`src/rtl/alu_seq_core_if.sv`:
```
// Operand/command bus and result bus between the operand source, the ALU core
// and the result checker.
interface alu_seq_core_if #(
    parameter int DW = 8,
    parameter int CW = 4
);
    logic [1:0]      INP_VALID;
    logic            MODE;
    logic [CW-1:0]   CMD;
    logic            CIN;
    logic [DW-1:0]   OPA;
    logic [DW-1:0]   OPB;

    logic            BUSY;
    logic [2*DW-1:0] RES;
    logic            COUT;
    logic            OFLOW;
    logic            G;
    logic            E;
    logic            L;
    logic            ERR;
    logic            RES_VALID;

    modport master (
        output INP_VALID, MODE, CMD, CIN, OPA, OPB,
        input  BUSY, RES, COUT, OFLOW, G, E, L, ERR, RES_VALID
    );

    modport slave (
        input  INP_VALID, MODE, CMD, CIN, OPA, OPB,
        output BUSY, RES, COUT, OFLOW, G, E, L, ERR, RES_VALID
    );
endinterface

```
`src/rtl/alu_seq_core.sv`:
```
// Sequential ALU core: collects operands in one or two beats (with a timeout on a
// missing partner), executes, and registers results with a one-cycle strobe.
module alu_seq_core #(
    parameter int DW      = 8,
    parameter int CW      = 4,
    parameter int TIMEOUT = 16
) (
    input  logic         CLK,
    input  logic         RST_N,
    input  logic         CE,
    alu_seq_core_if.slave bus
);
    localparam int LW    = $clog2(DW);
    localparam int H     = DW / 2;
    localparam int CNT_W = (TIMEOUT > 1) ? $clog2(TIMEOUT) : 1;
    localparam int PLW   = DW + 1 + H;
    localparam int PHW   = 2 * DW + 2 - H;

    typedef enum logic [2:0] {IDLE, WAIT_B, WAIT_A, EXEC, MUL} state_t;

    state_t          state;
    logic [CNT_W-1:0] cnt;

    logic [DW-1:0]   opa_p0;
    logic [DW-1:0]   opb_p0;
    logic [CW-1:0]   cmd_p0;
    logic            mode_p0;
    logic            cin_p0;

    logic [PLW-1:0]  pp_lo_p1;
    logic [PHW-1:0]  pp_hi_p1;

    logic [2*DW-1:0] res_p2;
    logic            cout_p2;
    logic            oflow_p2;
    logic            g_p2;
    logic            e_p2;
    logic            l_p2;
    logic            err_p2;
    logic            vld_p2;

    function automatic logic [2*DW-1:0] zx(input logic [DW-1:0] v);
        return {{DW{1'b0}}, v};
    endfunction

    function automatic logic [DW-1:0] rotl(input logic [DW-1:0] v, input logic [LW-1:0] n);
        logic [DW-1:0] r;
        r = '0;
        for (int i = 0; i < DW; i++)
            r[(i + int'(n)) % DW] = v[i];
        return r;
    endfunction

    function automatic logic [DW-1:0] rotr(input logic [DW-1:0] v, input logic [LW-1:0] n);
        logic [DW-1:0] r;
        r = '0;
        for (int i = 0; i < DW; i++)
            r[i] = v[(i + int'(n)) % DW];
        return r;
    endfunction

    logic [31:0]     op;
    logic            is_mul;
    logic            cin_add;
    logic            cin_sub;
    logic [DW:0]     sum_n;
    logic [2*DW-1:0] diff_n;
    logic            borrow_n;
    logic [DW-1:0]   inc_a;
    logic [DW-1:0]   dec_a;
    logic [DW-1:0]   inc_b;
    logic [DW-1:0]   dec_b;
    logic [DW:0]     fa_n;
    logic [DW:0]     fb_n;
    logic [PLW-1:0]  pp_lo_n;
    logic [PHW-1:0]  pp_hi_n;
    logic [2*DW-1:0] prod_n;

    assign op       = 32'(cmd_p0);
    assign is_mul   = mode_p0 && (op == 32'd9 || op == 32'd10);
    assign cin_add  = (op == 32'd2) & cin_p0;
    assign cin_sub  = (op == 32'd3) & cin_p0;
    assign sum_n    = {1'b0, opa_p0} + {1'b0, opb_p0} + (DW+1)'(cin_add);
    assign diff_n   = (2*DW)'(opa_p0) - (2*DW)'(opb_p0) - (2*DW)'(cin_sub);
    assign borrow_n = {1'b0, opa_p0} < ({1'b0, opb_p0} + (DW+1)'(cin_sub));
    assign inc_a    = opa_p0 + DW'(1);
    assign dec_a    = opa_p0 - DW'(1);
    assign inc_b    = opb_p0 + DW'(1);
    assign dec_b    = opb_p0 - DW'(1);

    // Multiply stage 1: DW+1-bit factors, B split into two halves.
    assign fa_n    = (op == 32'd9) ? ({1'b0, opa_p0} + (DW+1)'(1)) : {1'b0, opa_p0[DW-2:0], 1'b0};
    assign fb_n    = (op == 32'd9) ? ({1'b0, opb_p0} + (DW+1)'(1)) : {1'b0, opb_p0};
    assign pp_lo_n = PLW'(fa_n) * PLW'(fb_n[H-1:0]);
    assign pp_hi_n = PHW'(fa_n) * PHW'(fb_n[DW:H]);
    // Multiply stage 2: recombine partial products, keep the low 2*DW bits.
    assign prod_n  = (2*DW)'(pp_lo_p1) + ((2*DW)'(pp_hi_p1) << H);

    logic [2*DW-1:0] res_n;
    logic            cout_n;
    logic            oflow_n;
    logic            g_n;
    logic            e_n;
    logic            l_n;
    logic            err_n;

    always_comb begin
        res_n   = '0;
        cout_n  = 1'b0;
        oflow_n = 1'b0;
        g_n     = 1'b0;
        e_n     = 1'b0;
        l_n     = 1'b0;
        err_n   = 1'b0;
        if (mode_p0) begin
            case (op)
                32'd0, 32'd2: begin res_n = (2*DW)'(sum_n); cout_n = sum_n[DW]; end
                32'd1, 32'd3: begin res_n = diff_n; oflow_n = borrow_n; end
                32'd4: begin res_n = zx(inc_a); oflow_n = (opa_p0 == '1); end
                32'd5: begin res_n = zx(dec_a); oflow_n = (opa_p0 == '0); end
                32'd6: begin res_n = zx(inc_b); oflow_n = (opb_p0 == '1); end
                32'd7: begin res_n = zx(dec_b); oflow_n = (opb_p0 == '0); end
                32'd8: begin
                    g_n = opa_p0 > opb_p0;
                    e_n = opa_p0 == opb_p0;
                    l_n = opa_p0 < opb_p0;
                end
                default: err_n = 1'b1;
            endcase
        end else begin
            case (op)
                32'd0:  res_n = zx(opa_p0 & opb_p0);
                32'd1:  res_n = zx(~(opa_p0 & opb_p0));
                32'd2:  res_n = zx(opa_p0 | opb_p0);
                32'd3:  res_n = zx(~(opa_p0 | opb_p0));
                32'd4:  res_n = zx(opa_p0 ^ opb_p0);
                32'd5:  res_n = zx(~(opa_p0 ^ opb_p0));
                32'd6:  res_n = zx(~opa_p0);
                32'd7:  res_n = zx(~opb_p0);
                32'd8:  res_n = zx(opa_p0 >> 1);
                32'd9:  res_n = zx(opa_p0 << 1);
                32'd10: res_n = zx(opb_p0 >> 1);
                32'd11: res_n = zx(opb_p0 << 1);
                32'd12: begin
                    res_n = zx(rotl(opa_p0, opb_p0[LW-1:0]));
                    err_n = |opb_p0[DW-1:LW];
                end
                32'd13: begin
                    res_n = zx(rotr(opa_p0, opb_p0[LW-1:0]));
                    err_n = |opb_p0[DW-1:LW];
                end
                default: err_n = 1'b1;
            endcase
        end
    end

    always_ff @(posedge CLK or negedge RST_N) begin
        if (!RST_N) begin
            state    <= IDLE;
            cnt      <= '0;
            opa_p0   <= '0;
            opb_p0   <= '0;
            cmd_p0   <= '0;
            mode_p0  <= 1'b0;
            cin_p0   <= 1'b0;
            pp_lo_p1 <= '0;
            pp_hi_p1 <= '0;
            res_p2   <= '0;
            cout_p2  <= 1'b0;
            oflow_p2 <= 1'b0;
            g_p2     <= 1'b0;
            e_p2     <= 1'b0;
            l_p2     <= 1'b0;
            err_p2   <= 1'b0;
            vld_p2   <= 1'b0;
        end else if (!CE) begin
            vld_p2 <= 1'b0;
        end else begin
            vld_p2 <= 1'b0;
            case (state)
                // Operand collection: command fields are taken from the first beat only.
                IDLE: begin
                    if (bus.INP_VALID != 2'b00) begin
                        cmd_p0  <= bus.CMD;
                        mode_p0 <= bus.MODE;
                        cin_p0  <= bus.CIN;
                        cnt     <= '0;
                    end
                    if (bus.INP_VALID[0]) opa_p0 <= bus.OPA;
                    if (bus.INP_VALID[1]) opb_p0 <= bus.OPB;
                    case (bus.INP_VALID)
                        2'b11:   state <= EXEC;
                        2'b01:   state <= WAIT_B;
                        2'b10:   state <= WAIT_A;
                        default: state <= IDLE;
                    endcase
                end
                WAIT_B: begin
                    if (bus.INP_VALID[1]) begin
                        opb_p0 <= bus.OPB;
                        state  <= EXEC;
                    end else if (cnt == CNT_W'(TIMEOUT - 1)) begin
                        res_p2   <= '0;
                        cout_p2  <= 1'b0;
                        oflow_p2 <= 1'b0;
                        g_p2     <= 1'b0;
                        e_p2     <= 1'b0;
                        l_p2     <= 1'b0;
                        err_p2   <= 1'b1;
                        vld_p2   <= 1'b1;
                        state    <= IDLE;
                    end else begin
                        cnt <= cnt + CNT_W'(1);
                    end
                end
                WAIT_A: begin
                    if (bus.INP_VALID[0]) begin
                        opa_p0 <= bus.OPA;
                        state  <= EXEC;
                    end else if (cnt == CNT_W'(TIMEOUT - 1)) begin
                        res_p2   <= '0;
                        cout_p2  <= 1'b0;
                        oflow_p2 <= 1'b0;
                        g_p2     <= 1'b0;
                        e_p2     <= 1'b0;
                        l_p2     <= 1'b0;
                        err_p2   <= 1'b1;
                        vld_p2   <= 1'b1;
                        state    <= IDLE;
                    end else begin
                        cnt <= cnt + CNT_W'(1);
                    end
                end
                // Execute: multiplies detour through the partial-product register.
                EXEC: begin
                    if (is_mul) begin
                        pp_lo_p1 <= pp_lo_n;
                        pp_hi_p1 <= pp_hi_n;
                        state    <= MUL;
                    end else begin
                        res_p2   <= res_n;
                        cout_p2  <= cout_n;
                        oflow_p2 <= oflow_n;
                        g_p2     <= g_n;
                        e_p2     <= e_n;
                        l_p2     <= l_n;
                        err_p2   <= err_n;
                        vld_p2   <= 1'b1;
                        state    <= IDLE;
                    end
                end
                MUL: begin
                    res_p2   <= prod_n;
                    cout_p2  <= 1'b0;
                    oflow_p2 <= 1'b0;
                    g_p2     <= 1'b0;
                    e_p2     <= 1'b0;
                    l_p2     <= 1'b0;
                    err_p2   <= 1'b0;
                    vld_p2   <= 1'b1;
                    state    <= IDLE;
                end
                default: state <= IDLE;
            endcase
        end
    end

    assign bus.BUSY      = (state != IDLE);
    assign bus.RES       = res_p2;
    assign bus.COUT      = cout_p2;
    assign bus.OFLOW     = oflow_p2;
    assign bus.G         = g_p2;
    assign bus.E         = e_p2;
    assign bus.L         = l_p2;
    assign bus.ERR       = err_p2;
    assign bus.RES_VALID = vld_p2;
endmodule

```
`src/flat_wrapper.sv`:
```
// flat-port wrapper written by rule: the top's interface ports become plain ports
module alu_seq_core_flat 
#(
    parameter int DW      = 8,
    parameter int CW      = 4,
    parameter int TIMEOUT = 16
)
  (CLK, RST_N, CE, bus_INP_VALID, bus_MODE, bus_CMD, bus_CIN, bus_OPA, bus_OPB, bus_BUSY, bus_RES, bus_COUT, bus_OFLOW, bus_G, bus_E, bus_L, bus_ERR, bus_RES_VALID);
  alu_seq_core_if #(.DW(DW), .CW(CW)) bus_i ();
  input  logic CLK;
  input  logic RST_N;
  input  logic CE;
  input wire logic [$bits(bus_i.INP_VALID)-1:0] bus_INP_VALID;
  input wire logic [$bits(bus_i.MODE)-1:0] bus_MODE;
  input wire logic [$bits(bus_i.CMD)-1:0] bus_CMD;
  input wire logic [$bits(bus_i.CIN)-1:0] bus_CIN;
  input wire logic [$bits(bus_i.OPA)-1:0] bus_OPA;
  input wire logic [$bits(bus_i.OPB)-1:0] bus_OPB;
  output wire logic [$bits(bus_i.BUSY)-1:0] bus_BUSY;
  output wire logic [$bits(bus_i.RES)-1:0] bus_RES;
  output wire logic [$bits(bus_i.COUT)-1:0] bus_COUT;
  output wire logic [$bits(bus_i.OFLOW)-1:0] bus_OFLOW;
  output wire logic [$bits(bus_i.G)-1:0] bus_G;
  output wire logic [$bits(bus_i.E)-1:0] bus_E;
  output wire logic [$bits(bus_i.L)-1:0] bus_L;
  output wire logic [$bits(bus_i.ERR)-1:0] bus_ERR;
  output wire logic [$bits(bus_i.RES_VALID)-1:0] bus_RES_VALID;
  assign bus_i.INP_VALID = bus_INP_VALID;
  assign bus_i.MODE = bus_MODE;
  assign bus_i.CMD = bus_CMD;
  assign bus_i.CIN = bus_CIN;
  assign bus_i.OPA = bus_OPA;
  assign bus_i.OPB = bus_OPB;
  assign bus_BUSY = bus_i.BUSY;
  assign bus_RES = bus_i.RES;
  assign bus_COUT = bus_i.COUT;
  assign bus_OFLOW = bus_i.OFLOW;
  assign bus_G = bus_i.G;
  assign bus_E = bus_i.E;
  assign bus_L = bus_i.L;
  assign bus_ERR = bus_i.ERR;
  assign bus_RES_VALID = bus_i.RES_VALID;
  alu_seq_core #(.DW(DW), .CW(CW), .TIMEOUT(TIMEOUT)) u_core (.CLK(CLK), .RST_N(RST_N), .CE(CE), .bus(bus_i));
endmodule
```
`config.mk`:
```
export PLATFORM = sky130hd
export DESIGN_NAME = alu_seq_core_flat
export DESIGN_NICKNAME = d
export VERILOG_FILES = /design/src/rtl/alu_seq_core_if.sv /design/src/rtl/alu_seq_core.sv /design/src/flat_wrapper.sv
export SDC_FILE = /design/constraint.sdc
export NUM_CORES = 1
export LEC_CHECK = 0
export ABC_AREA = 1
export CORE_MARGIN = 2
export CORE_UTILIZATION = 24
export DETAILED_ROUTE_END_ITERATION = 10
export PLACE_DENSITY = 0.37
export SYNTH_ARGS = -nofsm -noshare
export SYNTH_HDL_FRONTEND = slang
export SYNTH_SLANG_ARGS = --single-unit
```
`constraint.sdc`:
```
create_clock -name CLK -period 5.37 [get_ports CLK]
set_clock_uncertainty 0.1 [all_clocks]
set_input_delay 1.611 -clock CLK [delete_from_list [all_inputs] [get_ports CLK]]
set_output_delay 1.611 -clock CLK [all_outputs]
set_load 0.02 [all_outputs]
```
# Word-level counts from Yosys, hierarchy flattened
# Index checks and enable logic that the tools add are counted.
# word_totals
regBits,77
inputBits,27
output_inout_bits,24
word_cells,259
# op_classes
n_addsub,20
mul,2
order_cmp,19
n_eq_ne,28
muxes,116
bitwise_logic,18
reduce_logical,39
# op_table
operator,count
8-bit case mux with 14 select lines,1
16-bit case mux with 6 select lines,1
16-bit 2-to-1 mux,5
16-bit case mux with 4 select lines,1
1-bit 2-to-1 mux,63
8-bit bitwise mux,7
8-bit NOT,5
"4-bit by 5-bit less-than comparator with 1-bit output, second input constant",7
32-bit logical NOT,1
"4-bit equality test, second input constant",7
"4-bit by 1-bit greater-or-equal comparator with 1-bit output, second input constant",7
1-bit case mux with 4 select lines,7
1-bit binary-select mux with 3-bit select,8
1-bit demux with 3-bit select,8
3-bit OR reduction,7
"8-bit by 1-bit adder with 9-bit output, second input constant",2
9-bit 2-to-1 mux,2
13-bit by 16-bit adder with 16-bit output,1
"8-bit by 1-bit adder with 8-bit output, second input constant",2
8-bit AND,2
"4-bit by 3-bit equality test with 1-bit output, second input constant",4
"8-bit equality test, second input constant",2
8-bit logical NOT,2
4-bit 2-to-1 mux,4
other kinds (49),86

# Logic depth before layout (Yosys ltp)
# logic_depth
word_depth,18
ltp_mapped,25
depth_no_buf,24

# Worst setup path after synthesis
# OpenSTA, ideal clock, no wires.
# synth_path
path_kind,register -> register
startpoint,register u_core.opb_p0[1]
endpoint,register u_core.pp_lo_p1[10]
setup_time_ps,83
t_arrival_ps,4621
required_time_ps,5187
path_slack_ps,567
stages_incl_launch_ff,21
n_path_buf,1
period_less_slack_ps,4803
cell_sequence,dfrtp_1 -> clkinv_1 -> ha_1 -> inv_1 -> clkbuf_1 -> nor2_1 -> a21oi_1 -> nor2_1 -> fa_1 -> inv_1 -> fa_1 -> inv_1 -> ha_1 -> nand2_1 -> o21ai_0 -> a21oi_1 -> or2_2 -> nand2_1 -> a21oi_1 -> xor2_1 -> o21ai_0
# synth_between
elab_chain_cells,3
# synth_lines
item,line_no,source
"start, declared",alu_seq_core.sv:25,logic [DW-1:0] opb_p0;
"start signal, assigned",alu_seq_core.sv:190,if (bus.INP_VALID[1]) opb_p0 <= bus.OPB;
"start signal, assigned",alu_seq_core.sv:200,opb_p0 <= bus.OPB;
8-bit by 1-bit adder with 9-bit output,alu_seq_core.sv:93,"assign fb_n = (op == 32'd9) ? ({1'b0, opb_p0} + (DW+1)'(1)) : {1'b0, opb_p0};"
9-bit 2-to-1 mux (*),alu_seq_core.sv:93,
9-bit by 4-bit multiplier with 13-bit output (*),alu_seq_core.sv:94,assign pp_lo_n = PLW'(fa_n) * PLW'(fb_n[H-1:0]);
"end signal, assigned",alu_seq_core.sv:237,pp_lo_p1 <= pp_lo_n;
"end, declared",alu_seq_core.sv:30,logic [PLW-1:0] pp_lo_p1;
# Every way passes the cells marked *; elsewhere a longest branch is shown, timed or not.
# A chain may end at the register's enable or synchronous reset.

# Worst setup path after layout
# layout_path
startpoint,register u_core.cmd_p0[1]
endpoint,register u_core.pp_hi_p1[10]
# layout_between
elab_chain_cells,4
word_cells_on_any_way,8
cone_classes,1 x mul; 2 x eq/ne; 2 x mux; 3 x reduce/logical
# layout_lines
item,line_no,source
"start, declared",alu_seq_core.sv:26,logic [CW-1:0] cmd_p0;
"start signal, assigned",alu_seq_core.sv:184,cmd_p0 <= bus.CMD;
"parallel branches: the longest is 4 deep, another holds 9-bit by 5-bit multiplier with 12-bit output",--,
"end signal, assigned",alu_seq_core.sv:238,pp_hi_p1 <= pp_hi_n;
"end, declared",alu_seq_core.sv:31,logic [PHW-1:0] pp_hi_p1;
# Several ways; the timed one is not identified.

==> summary.txt <==
status = complete, no violations
Avg Cell Area, Syn = 6.449 µm²
gpl congestion = 0.8965
Synth area leaders = dfrtp_1 (18%), nand2_1 (15%), ha_1 (13%)
crit path max-delay cell type = fa_1
Congestion Overflow GR = 0
CTS buffer count = 9
P&R area growth vs syn = 16.76%
ANT cells = 0
Data required, critical path = 5.55 ns
H-tree depth = 3
Synth Instances = 1,646
drt initial violations = 781
share of cells above drive strength 1 = 7.875%
antenna violations before repair = 0
path type of the worst min-delay path = register to register
most common cell after layout, fill and taps aside = nand2_1
Synth async-reset ratio = 100.0%
clock root cell = clkbuf_16
Synth top area share = 18.15%
flop and latch count out of synthesis = 77
dominant synthesized flop cell = dfrtp_1
Mapped Area = 10,620 µm²
global-route usage over all layers = 19.22%
largest area contributor in the netlist = dfrtp_1
max_slew headroom = 44.19%
Die H = 214.3 µm
crit-path max FO = 7
Final Cycle Share = 93.21%
CP Class = register to register
Post-DP HPWL = 35,300 µm
# port buffers = 50
Syn Nets = 1,820
Vias = 10,966
vias in the first global route = 10,926
# Max-Cap Violations = 0
Data arrival, critical path = 5.18 ns
endpoints failing setup = 0
delay of the slowest critical-path stage = 0.54 ns
Critical Path, Cell by Cell = inv_2 > nand2_2 > nor2_4 > nand4_1 > xor2_2 > inv_1 > nor2_1 > fa_1 > fa_1 > inv_1 > fa_1 > inv_1 > ha_1 > a21oi_1 > nand2_1 > a21o_1 > a21oi_1 > nor2_1 > o21ai_0 > nand2_1 > xor2_1 > o21ai_0
worst-skew pair later-pin latency = 0.36 ns
DR pass1 iterations = 5
clock transition at the registers of the reported paths = 0.06 ns
f_max = 199.8 MHz
Die Area = 45,930 µm²
sequential share of the synthesized area = 18.15%
placed insts = 2,300
YS warnings = 0
FP Rows = 77
CP startpoint kind = register
initial core utilization = 24.16%
commonest cells after routing, fill and taps aside = nand2_1 (431), inv_1 (217), nor2_1 (180)
Filler cells = 5,013
endpoint class of the critical path = register
utilization of the core after routing = 28.21%
largest net degree at the start of global routing = 59
Vias per Instance = 4.729
CTS tree = done
first-pass GRT wire length = 67,570 µm
wire length per cell = 18.92 µm
core area = 43,930 µm²
IO Pins = 51
Synth cell types = 60
EDFF count, synth = 0
Final Hold Viols = 0
cts hold-fix bufs = 0
Final #Nets = 1,896
Final Non-Filler Cells = 2,319
Slew Limit Fails = 0
Total Wirelength = 43,870 µm
Tmin final = 5.005 ns
Slew @ Worst Pin = 0.8348 ns
DRC viols = 0
CTS Sinks = 77
die width = 214.3 µm
Max clock buf depth = 2
ANT nets after route = 0
## kinds of logic after synthesis
logic type      count (synthesis)  share of synthesized area [%]
simple gates                  788                          31.06
compound gates                321                          17.30
buf+inv                       283                          10.68
fa+ha+maj                     147                          20.16
flops                          77                          18.15
xor+xnor                       30                          2.652
## final cells by class
class | instances | area, µm² | area share [%]
clock buffers | 9 | 225.2 | 1.817
multi-input cells | 1286 | 7584 | 61.19
inverters | 240 | 905.9 | 7.309
repair buffers | 108 | 937.1 | 7.561
well taps | 592 | 740.7 | 5.976
flip-flops and latches | 77 | 1928 | 15.56
clock inverters | 7 | 73.82 | 0.5956
## path summary, 6_finish.rpt
kind	from	slack (ns)	cells after the start	to
setup reg to reg	u_core.cmd_p0[1]	0.36	22	u_core.pp_hi_p1[10]
max in group asynchronous	RST_N	3.12	2	u_core.pp_hi_p1[5]
hold reg to reg	u_core.pp_hi_p1[2]	0.38	2	u_core.pp_hi_p1[2]
setup / recovery	u_core.cmd_p0[1]	0.36	22	u_core.pp_hi_p1[10]
hold / removal	u_core.pp_hi_p1[2]	0.38	2	u_core.pp_hi_p1[2]
min in group asynchronous	RST_N	1.22	1	u_core.bus.RES_VALID
## layer usage
metal	vias to the layer above	track usage [%]	wire length, µm
met3	53	3.106	2402
met5	-	0	0
li1	5505	-	-
met1	5104	26.77	21120
met2	304	30.75	19240
met4	0	5.255	1107
## timing repair
action / in CTS / in global routing
gates resized for setup: 0 / 6
setup endpoints to repair: 0 / 3
buffers inserted: 0 / 3
endpoints found under the hold margin: 0 / 0
## worst max-delay path: cells and delay by family, from the launching register on
family                   cells  cell delay [ns]
adder cells (fa/ha/maj)      4             1.87
AND/OR/NAND/NOR              7             0.92
AO/OA/AOI/OAI                5             0.81
flip-flops                   1             0.42
buffers and inverters        4             0.41
XOR/XNOR                     2             0.38
## cells in the mapped netlist, types with 11 or more instances
| master | count |
|---|---|
| o22ai_1 | 19 |
| nor2_1 | 180 |
| nand4_1 | 26 |
| inv_2 | 15 |
| buf_4 | 11 |
| o21ai_0 | 116 |
| a21oi_1 | 106 |
| inv_1 | 217 |
| nor3_1 | 20 |
| nand2_1 | 431 |
| fa_1 | 40 |
| a211oi_1 | 13 |
| dfrtp_1 | 77 |
| nand3_1 | 89 |
| ha_1 | 107 |
| o21ai_1 | 16 |
| or2_2 | 15 |
| xor2_1 | 21 |
| buf_2 | 18 |
| clkbuf_1 | 11 |
## registers in the layout, indices dropped and copies added, names as in the netlist, 3 cells and up
register         cells
u_core.pp_hi_p1     12
u_core.cmd_p0        4
u_core.pp_lo_p1     13
u_core.bus.RES      16
u_core.opb_p0        8
u_core.state         3
u_core.opa_p0        8
u_core.cnt           4
## metrics by stage
stage | setup TNS, ns | worst slack [ns] | hold slack [ns] | cell area (µm²)
after detailed placement | 0 | 0.2786 | 0.3619 | 12040
final | 0 | 0.3647 | 0.3788 | 12390
after global placement | 0 | 0.3612 | 0.3601 | 12040
after CTS | 0 | 0.2461 | 0.3802 | 12340
after global routing | -0.01409 | -0.01409 | 0.4079 | 12390
after floorplan | 0 | 0.5669 | 0.3422 | 10620
Power is not shown: default switching activity piles up to over one toggle a cycle in this logic, so the estimate is an artifact.
